===== src/rtl/uart_tx_arbiter.sv =====
// uart_tx_arbiter: round-robin, packet-locked sharing of one uart_tx among NUM_REQ byte clients,
// with an idle timeout that drops the lock when the owner stalls mid-packet.
module uart_tx_arbiter #(
    parameter int NUM_REQ      = 4,
    parameter int IDLE_TIMEOUT = 1024
) (
    input  logic                 clk,
    input  logic                 rst,
    input  logic [NUM_REQ-1:0]   req_valid,
    input  logic [NUM_REQ*8-1:0] req_data,
    input  logic [NUM_REQ-1:0]   req_last,
    output logic [NUM_REQ-1:0]   req_ready,
    output logic [NUM_REQ-1:0]   grant,
    output logic                 busy,
    output logic [7:0]           tx_data,
    output logic                 tx_valid,
    input  logic                 tx_ready
);
    localparam int PW = $clog2(NUM_REQ);
    localparam int CW = IDLE_TIMEOUT > 0 ? $clog2(IDLE_TIMEOUT + 1) : 1;

    typedef enum logic [2:0] {ARB, FETCH, SEND, WAIT_BUSY, WAIT_DONE} state_t;

    state_t        state;
    logic [PW-1:0] ptr, pick, idx;
    logic          hit, last_flag;
    logic [CW-1:0] cnt;

    assign req_ready = (state == FETCH) ? (grant & {NUM_REQ{tx_ready}}) : '0;

    // Descending scan so the candidate closest after ptr wins.
    always_comb begin
        hit  = 1'b0;
        pick = ptr;
        idx  = '0;
        for (int i = NUM_REQ; i >= 1; i--) begin
            idx = PW'((int'(ptr) + i) % NUM_REQ);
            if (req_valid[idx]) begin
                hit  = 1'b1;
                pick = idx;
            end
        end
    end

    // The pointer doubles as the index of the current owner while locked.
    always_ff @(posedge clk or posedge rst) begin
        if (rst) begin
            state     <= ARB;
            grant     <= '0;
            busy      <= 1'b0;
            tx_valid  <= 1'b0;
            tx_data   <= 8'h00;
            last_flag <= 1'b0;
            cnt       <= '0;
            ptr       <= PW'(NUM_REQ - 1);
        end else begin
            case (state)
                ARB: if (hit) begin
                    grant <= NUM_REQ'(1) << pick;
                    busy  <= 1'b1;
                    ptr   <= pick;
                    cnt   <= '0;
                    state <= FETCH;
                end
                FETCH: if (tx_ready) begin
                    if (req_valid[ptr]) begin
                        tx_data   <= req_data[{ptr, 3'b000} +: 8];
                        last_flag <= req_last[ptr];
                        tx_valid  <= 1'b1;
                        cnt       <= '0;
                        state     <= SEND;
                    end else if (IDLE_TIMEOUT != 0 && cnt == CW'(IDLE_TIMEOUT - 1)) begin
                        grant <= '0;
                        busy  <= 1'b0;
                        state <= ARB;
                    end else if (IDLE_TIMEOUT != 0) begin
                        cnt <= cnt + 1'b1;
                    end
                end
                SEND: begin
                    tx_valid <= 1'b0;
                    state    <= WAIT_BUSY;
                end
                WAIT_BUSY: if (!tx_ready) state <= WAIT_DONE;
                WAIT_DONE: if (tx_ready) begin
                    if (last_flag) begin
                        grant <= '0;
                        busy  <= 1'b0;
                        state <= ARB;
                    end else begin
                        state <= FETCH;
                    end
                end
                default: state <= ARB;
            endcase
        end
    end
endmodule


===== config.mk =====
export PLATFORM = sky130hd
export DESIGN_NAME = uart_tx_arbiter
export DESIGN_NICKNAME = d
export VERILOG_FILES = /design/src/rtl/uart_tx_arbiter.sv
export SDC_FILE = /design/constraint.sdc
export NUM_CORES = 1
export LEC_CHECK = 0
export CORE_ASPECT_RATIO = 0.8
export CORE_MARGIN = 1.5
export CORE_UTILIZATION = 29
export DETAILED_ROUTE_END_ITERATION = 8
export MAX_ROUTING_LAYER = met4
export PLACE_DENSITY = 0.65
export SKIP_CTS_REPAIR_TIMING = 1
export SLEW_MARGIN = 20
export SYNTH_ARGS = -nofsm -noshare
export SYNTH_HDL_FRONTEND = slang
export SYNTH_SLANG_ARGS = --single-unit

===== constraint.sdc =====
create_clock -name clk -period 2.1 [get_ports clk]
set_clock_uncertainty 0.15 [all_clocks]
set_input_delay 0.42 -clock clk [delete_from_list [all_inputs] [get_ports clk]]
set_output_delay 0.42 -clock clk [all_outputs]
set_load 0.02 [all_outputs]

==> flow_summary.yaml <==
detailed_routing:
  dr.pass1.iters: 6
  vias: 1816
  viasPerCell: 5.13
  postRouteAntennaNets: 0
  wl_per_cell_um: 15.1
  routed_wl_um: 5330
  drtIter0Drc: 61
  drc: 0
synthesis:
  synth.area.top_cells: "dfrtp_1 38%, mux4_2 12%, mux2_2 7.1%"
  synth-seq-cells: 31
  synth.largest_area_cell: "dfrtp_1"
  synth.distinct_cells: 49
  synth_area_mm2: 0.00191
  ys.warnings.count: 0
  synth_edf_count: 0
  synth_commonest_cells: "29 x dfrtp_1, 12 x mux2_2, 11 x a21oi_1"
  async_reset_ff_share_pct: 100
  synth.most_common_cell: "dfrtp_1"
  synth_ff_type: "dfrtp_1"
  synth_cells: 175
  synth_top_cell_area_share_pct: 38.0
  avgSynthCellArea_um2: 10.9
  ys_seq_area_share_pct: 40.8
  syn-num-nets: 219
power_and_ir_drop:
  seqPwrFrac_pct: 25.4
  clockPowerShare_pct: 12.4
  switching_share_pct: 37.7
  p_int_uw: 2280
  ir_worst_vdd_v: 0.000748
  pwr-share-comb_pct: 62.2
  leakage_uw: 0.00127
  p_sw_uw: 1380
  p_per_area_mw_per_mm2: 1200
floorplan:
  num_rows: 26
  initial_utilization_pct: 29.9
  die_h_um: 75.6
  coreArea_mm2: 0.00638
  die_area_mm2: 0.00708
  num_io_pins: 61
  die_x_um: 93.7
outcome:
  violations: "setup timing"
  status: "finished with violations"
worst_hold_path:
  min_from: "tx_ready"
  min_path_type: "input port to flip-flop"
clocking:
  clock_latency_ns: 0.28
  cts.sinks: 31
  path_clk_slew_ns: 0.07
  cts-root-buf: "clkbuf_8"
  ctsHtreeMaxLevel: 2
  cts_tree: "built"
  clock_path_buffers: 2
  cts_made_buffers: 5
placed_design:
  portBuffers: 60
  detailed_place.area_mm2: 0.00286
  place_ws_ns: -0.592
  hpwlAfterDp_um: 3870
  place.gp.congestion: 0.847
timing:
  tns_ns: -0.478
  tightest_slew_ns: 0.499
  fmax_mhz: 457
  drv_slew: 0
  post-route-min-period_ns: 2.19
  hold_viol: 0
  slew-limit-headroom_pct: 66.5
  fin_crit_sh_pct: 104
  fin_ws_ns: -0.0901
  setup_violations: 10
  grt_setup_unrepaired: "yes"
setup_path:
  cp_top_family: "simple AND/OR/NAND/NOR gates"
  r2r-start: "ptr[0]"
  path_cells: "mux4_2, nand2b_4, or4_1, o211ai_1"
  critPathBufInv: 0
  worstPathMaxFanout: 5
  setup.worst_path.start_class: "flip-flop"
  critPathMaxStageDelay_ns: 0.56
  critPathRequiredTime_ns: 2.15
  arrival_ns: 2.24
  cp-end-kind: "flip-flop"
  cp-startpoint: "ptr[0]"
  critPathSlowestCell: "dfstp_2"
  worst-setup-path-type: "flip-flop to flip-flop"
global_routing:
  grt_pass1_wl_um: 8760
  grt_max_degree: 32
  overflow: 0
  grt_usage_pct: 16.4
  antenna_found_initial: 0
  grt_pass1_vias: 1782
layout:
  num-fill-cells: 586
  syn_to_final_growth_pct: 60.0
  final_area_mm2: 0.00305
  antenna_cells: 0
  fin_nets: 313
  drive_gt1_share_pct: 32.6
flow_run:
  max-cap-violations: 0
[worst register-to-register path, cell delays in order, from the launching register on]
cell and delay (ns):
dfstp_2 0.56, mux4_2 0.56, nand2b_4 0.20, or4_1 0.47, o211ai_1 0.18
[state kept, by name, indices dropped and copies added (netlist names)]
register / count
cnt: 11
busy: 1
tx_valid: 1
grant: 4
tx_data: 8
last_flag: 1
state: 3
ptr: 2
[path summary, 6_finish.rpt]
check,endpoint,slack (ns),cells past startpoint
hold reg to reg,tx_data[0],0.36,1
setup / recovery,cnt[5],-0.09,4
max in group asynchronous,ptr[1],1.09,3
hold / removal,state[2],0.32,3
min in group asynchronous,cnt[5],0.37,3
setup reg to reg,cnt[5],-0.09,4
[metal layers]
layer / part of all wire [%] / vias to the layer above / GRT usage [%]
li1: - / 887 / -
met1: 50 / 896 / 22.2
met2: 46 / 31 / 25.3
met3: 3.8 / 2 / 4.19
met4: 0.36 / 0 / 2.99
met5: 0 / - / -
[layout by cell type, fill, tap and decap left out, types with 2 or more instances in the layout]
cell type	count
a21o_1	4
nor2b_1	2
nand2b_1	5
buf_12	2
o21ai_0	5
nand3b_1	3
buf_4	33
clkbuf_2	3
xnor2_1	2
a31o_4	3
nor4_2	2
a21oi_2	2
o221ai_1	2
nand2_1	5
mux4_2	10
clkbuf_1	2
or4_1	3
dfrtp_1	29
and3_1	3
and2_1	4
inv_1	6
nor3_1	5
a21oi_1	9
clkbuf_8	5
o311ai_0	2
clkdlybuf4s50_1	55
o31ai_1	2
nand4_1	2
a31oi_1	6
nor2_1	2
nand3_1	8
dfstp_2	2
mux2_2	12
o211ai_1	2
[through the flow]
stage               hold slack (ns)  total power (uW)  utilization, %  std cells
floorplan                     0.333              2130               -        175
global placement              0.338              3020            44.8        343
detailed placement            0.347              3040            44.8        343
CTS                           0.362              3510            46.1        351
global route                  0.361              3910            47.9        354
finish                        0.325              3650            47.9        354
[cell type report]
class                      instances  area, um^2  share of cell area [%]
multi-input combinational        130        1180                    38.5
timing repair buffer              95         891                    29.2
sequential                        31         778                    25.5
tap                               84         105                    3.44
clock buffer                       7        76.3                    2.50
inverter                           6        22.5                   0.737
clock inverter                     1        5.00                   0.164
[kinds of logic after synthesis]
| logic type | count (synthesis) | share of synthesized area [%] |
|---|---|---|
| flops | 31 | 40.8 |
| compound gates | 51 | 18.3 |
| simple gates | 53 | 17.2 |
| fa+ha+maj | 1 | 0.655 |
| buf+inv | 14 | 2.82 |
| xor+xnor | 2 | 0.918 |
| mux | 23 | 19.4 |
[power by group through the flow]
stage	Sequential, uW	Clock, uW	Combinational (uW)
6_report	928	452	2270
3_5_place_dp	935	0	2100
4_1_cts	926	468	2110
5_1_grt	956	501	2450
2_1_floorplan	1090	0	1040
3_3_place_gp	931	0	2090
(Power assumes the default switching activity.)
